--- src/rtl/checkout_pkg.sv ---
// rtl/checkout_pkg.sv - shared types and UPC helpers for the checkout marker
package checkout_pkg;

    typedef enum logic [2:0] {
        IDLE,
        WAIT_PAY,
        MARK,
        DONE,
        ABORT
    } state_t;

    // UPC is {u,p,c}; must match the exit detector's discount equation
    function automatic logic is_discount(input logic [2:0] upc);
        return upc[1] | (upc[2] & upc[0]);
    endfunction

    function automatic logic is_valid_upc(input logic [2:0] upc, input logic [7:0] mask);
        return mask[upc];
    endfunction

endpackage

--- src/rtl/sat_counter.sv ---
// rtl/sat_counter.sv - saturating up-counter for sale statistics
module sat_counter #(
    parameter int CNT_W = 8
) (
    input  logic             clk,
    input  logic             reset_n,
    input  logic             inc,
    output logic [CNT_W-1:0] count
);

    logic [CNT_W-1:0] count_q;
    logic [CNT_W-1:0] count_d;

    always_comb begin
        count_d = count_q;
        if (inc && (count_q != {CNT_W{1'b1}})) begin
            count_d = count_q + CNT_W'(1);
        end
    end

    always_ff @(posedge clk or negedge reset_n) begin
        if (!reset_n) begin
            count_q <= '0;
        end else begin
            count_q <= count_d;
        end
    end

    assign count = count_q;

endmodule

--- src/rtl/checkout_marker.sv ---
// rtl/checkout_marker.sv - checkout station: capture item, await payment, request mark
module checkout_marker
    import checkout_pkg::*;
#(
    parameter int          PAY_TIMEOUT    = 16,
    parameter logic [7:0]  VALID_UPC_MASK = 8'b0110_1011,
    parameter int          CNT_W          = 8
) (
    input  logic             clk,
    input  logic             reset_n,
    input  logic [2:0]       upc,
    input  logic             item_valid,
    output logic             item_ready,
    input  logic             pay_ok,
    input  logic             cancel,
    output logic             mark_req,
    input  logic             mark_ack,
    output logic             discounted,
    output logic             sale_done,
    output logic             abort,
    output logic [CNT_W-1:0] sold_cnt,
    output logic [CNT_W-1:0] disc_cnt
);

    localparam int             TMR_W    = (PAY_TIMEOUT > 2) ? $clog2(PAY_TIMEOUT) : 1;
    localparam logic [TMR_W-1:0] TMR_LAST = TMR_W'(PAY_TIMEOUT - 1);

    state_t           state_q, state_d;
    logic [TMR_W-1:0] timer_q, timer_d;
    logic             disc_q, disc_d;

    always_comb begin
        state_d = state_q;
        timer_d = timer_q;
        disc_d  = disc_q;
        case (state_q)
            IDLE: begin
                disc_d = 1'b0;
                if (item_valid) begin
                    disc_d  = is_discount(upc);
                    timer_d = '0;
                    state_d = is_valid_upc(upc, VALID_UPC_MASK) ? WAIT_PAY : ABORT;
                end
            end
            WAIT_PAY: begin
                timer_d = timer_q + TMR_W'(1);
                // cancel outranks a same-cycle payment
                if (cancel) begin
                    state_d = ABORT;
                end else if (pay_ok) begin
                    state_d = MARK;
                end else if (timer_q == TMR_LAST) begin
                    state_d = ABORT;
                end
            end
            MARK: begin
                if (mark_ack) begin
                    state_d = DONE;
                end
            end
            DONE, ABORT: begin
                state_d = IDLE;
                disc_d  = 1'b0;
            end
            default: begin
                state_d = IDLE;
                disc_d  = 1'b0;
            end
        endcase
    end

    always_ff @(posedge clk or negedge reset_n) begin
        if (!reset_n) begin
            state_q <= IDLE;
            timer_q <= '0;
            disc_q  <= 1'b0;
        end else begin
            state_q <= state_d;
            timer_q <= timer_d;
            disc_q  <= disc_d;
        end
    end

    assign item_ready = (state_q == IDLE);
    assign mark_req   = (state_q == MARK);
    assign sale_done  = (state_q == DONE);
    assign abort      = (state_q == ABORT);
    assign discounted = disc_q;

    sat_counter #(.CNT_W(CNT_W)) u_sold_cnt (
        .clk     (clk),
        .reset_n (reset_n),
        .inc     (state_q == DONE),
        .count   (sold_cnt)
    );

    sat_counter #(.CNT_W(CNT_W)) u_disc_cnt (
        .clk     (clk),
        .reset_n (reset_n),
        .inc     ((state_q == DONE) && disc_q),
        .count   (disc_cnt)
    );

endmodule

--- config.mk ---
export PLATFORM = sky130hd
export DESIGN_NAME = checkout_marker
export DESIGN_NICKNAME = d
export VERILOG_FILES = /design/src/rtl/checkout_pkg.sv /design/src/rtl/sat_counter.sv /design/src/rtl/checkout_marker.sv
export SDC_FILE = /design/constraint.sdc
export NUM_CORES = 1
export LEC_CHECK = 0
export CAP_MARGIN = 20
export CELL_PAD_IN_SITES_DETAIL_PLACEMENT = 1
export CELL_PAD_IN_SITES_GLOBAL_PLACEMENT = 2
export CORE_MARGIN = 2
export CORE_UTILIZATION = 33
export DETAILED_ROUTE_END_ITERATION = 16
export PLACE_DENSITY = 0.84
export SLEW_MARGIN = 20
export SYNTH_ARGS = -nofsm -noshare
export SYNTH_HDL_FRONTEND = slang
export SYNTH_SLANG_ARGS = --single-unit
--- constraint.sdc ---
create_clock -name clk -period 2.5 [get_ports clk]
set_input_delay 0.5 -clock clk [delete_from_list [all_inputs] [get_ports clk]]
set_output_delay 0.5 -clock clk [all_outputs]
set_load 0.05 [all_outputs]
==> flow_summary.json, run 1 <==
{
  "dr_total_vias": 1089,
  "r2r_end": "u_sold_cnt.count[1]",
  "synthCells": 124,
  "slew_headroom": 0.658,
  "cts_tree": "built",
  "slew_violations": 0,
  "cp_slowest_stage_delay_ps": 850,
  "crit_required_ps": 2000,
  "netlist_area_um2": 1330,
  "worstSetupEndpointType": "output port",
  "fillCellCount": 443,
  "yosys_warnings": 0,
  "multiInputGateArea_um2": 673,
  "design.die.area_um2": 4550,
  "cts.path.max_buffers": 2,
  "r2r_slack_ps": 880,
  "antenna_found_initial": 0,
  "tns_ps": 0,
  "synth_nets": 137,
  "cts_setup_buffers": 0,
  "crit_chain": "clkdlybuf4s50_1",
  "fmax_ghz": 0.480,
  "register_area_um2": 601,
  "start_kind": "register",
  "firstDrtPassIters": 4,
  "tightestPinTransition_ps": 511,
  "final_hold_viol_count": 0,
  "cp.arrival_ps": 1580,
  "grt.total_usage": 0.147,
  "drive_above_1_share": 0.154,
  "ys_ff_latch": 24,
  "numCtsBuffers": 3,
  "dpl.hpwl_um": 2350,
  "die_h_um": 67.5,
  "rsz0062_at_grt": "no",
  "ant_nets": 0,
  "initial_core_util": 0.337,
  "finalCritPeriodShare": 0.833,
  "synth-edff-count": 0,
  "nets": 170,
  "finClkSkew_ps": 4.17,
  "setup_viol": 0,
  "path_delay_family": "buffers and inverters",
  "worstPathBufferInverterCount": 1,
  "rows": 23,
  "synth.avg_cell_area_um2": 10.7,
  "r2r-start": "u_sold_cnt.count[0]",
  "synth.distinct_cells": 39,
  "path_max_fanout": 6,
  "fp.dieW_um": 67.5,
  "core-area_um2": 3940,
  "vias_per_cell": 5.29,
  "post-route-util": 0.439,
  "syn_to_final_growth_pct": 30.2,
  "io_pins": 30,
  "crit_path_top_delay_cell": "clkdlybuf4s50_1",
  "setup.worst_path.start": "u_sold_cnt.count[2]",
  "wl_um": 3040,
  "numPortBuffers": 29,
  "status": "finished, final reports clean",
  "synth_ff_type": "dfrtp_1",
  "grt-ovfl-total": 0,
  "min_path_type": "register to register",
  "place.gp.congestion": 0.792,
  "p_leak_uw": 0.000782,
  "async_reset_ff_frac": 1.00,
  "htree_num_levels": 1,
  "antennaDiodeCount": 0,
  "cts.reportedPaths.clkPinSlew_ps": 80,
  "crit_type": "register to output port",
  "crit_end": "sold_cnt[2]",
  "ys_seq_area_frac": 0.452,
  "grt_pass1_vias": 1092,
  "power.density_nw_per_um2": 882,
  "wl_per_cell_um": 14.8,
  "cts_root_buffer": "clkbuf_8",
  "path_depth": 1,
  "fin_crit_ps": 2080,
  "drc_errors": 0,
  "worst-r2r-cell-count": 4,
  "grt_start_max_net_pins": 25,
  "clock_sinks": 24,
  "clock_latency_ps": 260,
  "cap_violations": 0,
  "grt_pass1_wl_um": 5160,
  "drt-initial-drc-count": 49,
  "ir_drop_v": 0.000517
}
-- layer usage --
metal,global-route usage,wire [µm],vias up
met2,0.264,1600,20
met3,0.0233,104,2
met1,0.188,1320,550
li1,-,-,517
met5,0,0,-
met4,0.0230,16,0
-- cell families (layout without fill, tap and decap cells) --
group	after synthesis	count (layout)	share of synthesized area
and+or+nand+nor	46	46	0.207
DFF	24	24	0.452
AOI/OAI and AO/OA	19	19	0.104
muxes	15	15	0.125
buffers and inverters	11	43	0.0414
xor gates and xnor gates	5	5	0.0330
adders and majority gates	4	4	0.0377
-- synthesized netlist by cell type (all sizes together), types with 2 or more instances --
| cell type | n | share of area |
|---|---|---|
| o21ai | 5 | 0.019 |
| nor2 | 4 | 0.011 |
| dfrtp | 24 | 0.45 |
| nand2b | 5 | 0.024 |
| and2 | 3 | 0.014 |
| buf | 4 | 0.022 |
| and3 | 2 | 0.0094 |
| nor3 | 2 | 0.0075 |
| mux2 | 13 | 0.11 |
| a21oi | 2 | 0.0075 |
| mux2i | 2 | 0.015 |
| nor3b | 2 | 0.015 |
| inv | 7 | 0.020 |
| ha | 4 | 0.038 |
| xnor2 | 5 | 0.033 |
| nand2 | 7 | 0.020 |
| o211ai | 3 | 0.017 |
| nand3 | 8 | 0.030 |
| a22o | 3 | 0.020 |
| nand4 | 6 | 0.033 |
-- stage by stage --
stage | hold WS, ps | instances | power, µW | instance area (µm²) | worst slack, ps
4_1_cts | 544 | 206 | 1550 | 1730 | 74.0
3_3_place_gp | 509 | 202 | 1250 | 1670 | 407
2_1_floorplan | 204 | 124 | 1040 | 1330 | 275
3_5_place_dp | 522 | 202 | 1280 | 1670 | 393
5_1_grt | 561 | 206 | 1630 | 1730 | 340
6_report | 534 | 206 | 1530 | 1730 | 418
-- sequential cells by signal (all words and copies together), names as in the netlist --
| register | cells |
|---|---|
| timer_q | 4 |
| u_sold_cnt.count | 8 |
| discounted | 1 |
| state_q | 3 |
| u_disc_cnt.count | 8 |
-- power by group --
group          leakage [µW]  internal, µW  switching (µW)
sequential         0.000326           462            95.6
clock             0.0000288           140             120
combinational      0.000427           274             434
total              0.000782           876             650
-- worst min path at each step --
stage / end / depth (start not counted) / start / slack, ps
finish: u_disc_cnt.count[0] / 1 / u_disc_cnt.count[0] / 530
global route: u_disc_cnt.count[0] / 1 / u_disc_cnt.count[0] / 560
CTS: u_disc_cnt.count[0] / 1 / u_disc_cnt.count[0] / 540
detailed placement: u_disc_cnt.count[0] / 1 / u_disc_cnt.count[0] / 520
global placement: u_disc_cnt.count[0] / 1 / u_disc_cnt.count[0] / 510
floorplan: discounted / 0 / reset_n / 200
-- area by class of cell --
cell class / instances / area share
flip-flops and latches: 24 / 0.347
well taps: 50 / 0.0362
multi-input cells: 89 / 0.389
inverters: 7 / 0.0152
clock buffers: 4 / 0.0318
repair buffers: 32 / 0.181
-- cell usage in the layout, fill, tap and decap left out, drive strengths merged --
master / instances
a21oi: 2
nand4b: 1
o21bai: 1
mux2: 13
dfrtp: 24
dlymetal6s2s: 2
a22o: 3
mux2i: 2
or3b: 1
a31o: 1
nand2b: 5
and4b: 1
nor2: 4
buf: 5
o211ai: 3
and2: 3
nor4: 1
nand4: 6
or3: 1
o2bb2ai: 1
o311a: 1
nand3b: 1
inv: 7
clkbuf: 4
or4b: 1
nor3: 2
clkdlybuf4s50: 25
xnor2: 5
o21ai: 5
and3: 2
a311oi: 1
a221oi: 1
ha: 4
nand2: 7
nor3b: 2
nand3: 8
-- worst reg2reg max path, stage by stage (launching register included) --
cell and delay (ps):
dfrtp_1 420, ha_1 260, nand3_1 190, o21ai_1 270, mux2_2 370
-- timing repair --
| action | CTS | global route |
|---|---|---|
| setup endpoints to repair | 0 | 2 |
| hold buffers | 0 | 0 |
| gates resized for setup | 0 | 2 |
(Power assumes the default switching activity.)
==> inputs of run 2 (changes only) <==
--- a/config.mk
+++ b/config.mk
@@ -9,9 +9,9 @@
 export CELL_PAD_IN_SITES_DETAIL_PLACEMENT = 1
 export CELL_PAD_IN_SITES_GLOBAL_PLACEMENT = 2
 export CORE_MARGIN = 2
-export CORE_UTILIZATION = 33
+export CORE_UTILIZATION = 31
 export DETAILED_ROUTE_END_ITERATION = 16
-export PLACE_DENSITY = 0.84
+export PLACE_DENSITY = 0.8
 export SLEW_MARGIN = 20
 export SYNTH_ARGS = -nofsm -noshare
 export SYNTH_HDL_FRONTEND = slang
==> constraint.sdc (replaced) <==
create_clock -name clk -period 2.15 [get_ports clk]
set_input_delay 0.43 -clock clk [delete_from_list [all_inputs] [get_ports clk]]
set_output_delay 0.43 -clock clk [all_outputs]
set_load 0.05 [all_outputs]
==> run 2 against run 1 <==
  * Sequential share of layout area decreased by 0.35 points
  * Clock-buffer cell count stayed put
  * Critical path depth unchanged
  * Non-clock buffer count down 2
  * Register-to-register slack worse by 400 ps
  * Global-route usage decreased by 0.65 points
  * Worst setup slack worse by 260 ps
  * First-iteration DRC count decreased by 49%
  * Largest power group unchanged
  * Worst hold slack worse by 17 ps
  * Combinational power is 16% higher
==> flow_summary.json, run 2 (synthesis results as in run 1) <==
{
  "syn_to_final_growth_pct": 31.5,
  "cts.reportedPaths.clkPinSlew_ps": 80,
  "path_delay_family": "buffers and inverters",
  "final_cell_mix": "clkdlybuf4s50_1, dfrtp_1, mux2_2",
  "cts_tree": "built",
  "worstSetupEndpointType": "output port",
  "post-route-util": 0.431,
  "grt.total_usage": 0.140,
  "numCtsBuffers": 3,
  "worst-r2r-cell-count": 3,
  "grt-ovfl-total": 0,
  "clock_latency_ps": 260,
  "cts.path.max_buffers": 2,
  "r2r-start": "state_q[1]",
  "drive_above_1_share": 0.162,
  "power.density_nw_per_um2": 1040,
  "multiInputGateArea_um2": 678,
  "drt-initial-drc-count": 25,
  "slew_violations": 0,
  "firstDrtPassIters": 4,
  "fillCellCount": 440,
  "cts_root_buffer": "clkbuf_8",
  "r2r_slack_ps": 480,
  "final_hold_viol_count": 0,
  "crit_path_top_delay_cell": "clkdlybuf4s50_1",
  "grt_pass1_vias": 1146,
  "dr_total_vias": 1082,
  "antenna_found_initial": 0,
  "die_h_um": 69.5,
  "numPortBuffers": 29,
  "crit_chain": "clkdlybuf4s50_1",
  "cts_resized": 0,
  "ir_drop_v": 0.000665,
  "io_pins": 30,
  "wl_per_cell_um": 15.4,
  "p_total_uw": 1830,
  "r2r_end": "u_sold_cnt.count[7]",
  "placedCellCount": 200,
  "design.die.area_um2": 4830,
  "cp.arrival_ps": 1570,
  "cts_setup_buffers": 0,
  "register_area_um2": 601,
  "fp.dieW_um": 69.5,
  "dpl.hpwl_um": 2360,
  "path_max_fanout": 5,
  "setup_viol": 0,
  "status": "finished, final reports clean",
  "start_kind": "register",
  "crit_type": "register to output port",
  "tightestPinTransition_ps": 515,
  "cap_violations": 0,
  "finClkSkew_ps": 2.49,
  "slew_headroom": 0.653,
  "cp_slowest_stage_delay_ps": 850,
  "grt_start_max_net_pins": 25,
  "nets": 168,
  "fmax_ghz": 0.501,
  "dp_slack_ps": 358,
  "layout_setup_ws_ps": 154,
  "clock_sinks": 24,
  "min_path_type": "input port to async pin",
  "place.gp.congestion": 0.773,
  "cts-hold-fix-buffers": 0,
  "antennaDiodeCount": 0,
  "grt_pass1_wl_um": 5560,
  "htree_num_levels": 1,
  "rows": 23,
  "wl_um": 3130,
  "worstPathBufferInverterCount": 1,
  "initial_core_util": 0.327,
  "crit_required_ps": 1720,
  "ant_nets": 0,
  "vias_per_cell": 5.30,
  "p_leak_uw": 0.000755,
  "tns_ps": 0,
  "drc_errors": 0,
  "layout_commonest_cell": "clkdlybuf4s50_1",
  "finalCritPeriodShare": 0.929,
  "rsz0062_at_grt": "no",
  "fin_crit_ps": 2000,
  "core-area_um2": 4060,
  "final_cells": 204
}
-- run 2: cell count changes in the layout (fill, tap and decap cells not counted), sizes merged --
cell          delta
dlymetal6s2s     -2
-- run 2: stage by stage --
step / hold slack [ps] / instance area, µm²
finish: 517 / 1750
floorplan: 134 / 1330
detailed placement: 518 / 1690
CTS: 524 / 1750
global placement: 515 / 1690
global route: 547 / 1750
-- run 2: worst reg2reg max path, stage by stage (launching register included) --
cell and delay, ps:
dfrtp_1 650, nand3b_1 200, nor4_1 340, mux2_2 370
-- run 2: final cells by class --
type,instances,area share
inverters,7,0.0150
clock buffers,4,0.0315
repair buffers,30,0.186
flip-flops and latches,24,0.344
multi-input cells,89,0.388
well taps,50,0.0358
-- run 2: report_power, final --
group | leakage [µW] | switching [µW] | internal [µW] | total [µW]
sequential | 0.000326 | 163 | 536 | 699
clock | 0.0000288 | 140 | 163 | 304
combinational | 0.000400 | 467 | 355 | 823
-- run 2: how the worst max path moves through the flow --
stage                                to                 from  depth (start not counted)  slack (ps)
finish                      sold_cnt[3]  u_sold_cnt.count[3]                          1         150
detailed placement           state_q[2]               upc[0]                          6         360
global route                disc_cnt[5]  u_disc_cnt.count[5]                          1         100
global placement             state_q[2]               upc[0]                          6         450
floorplan           u_sold_cnt.count[1]  u_sold_cnt.count[0]                          4         390
CTS                         sold_cnt[3]  u_sold_cnt.count[3]                          1         140
-- run 2: routing by layer --
metal / track usage / share of wire / vias up
li1: - / - / 515
met3: 0.0407 / 0.043 / 4
met1: 0.164 / 0.42 / 542
met5: 0 / 0 / -
met4: 0.0349 / 0.011 / 0
met2: 0.250 / 0.52 / 21
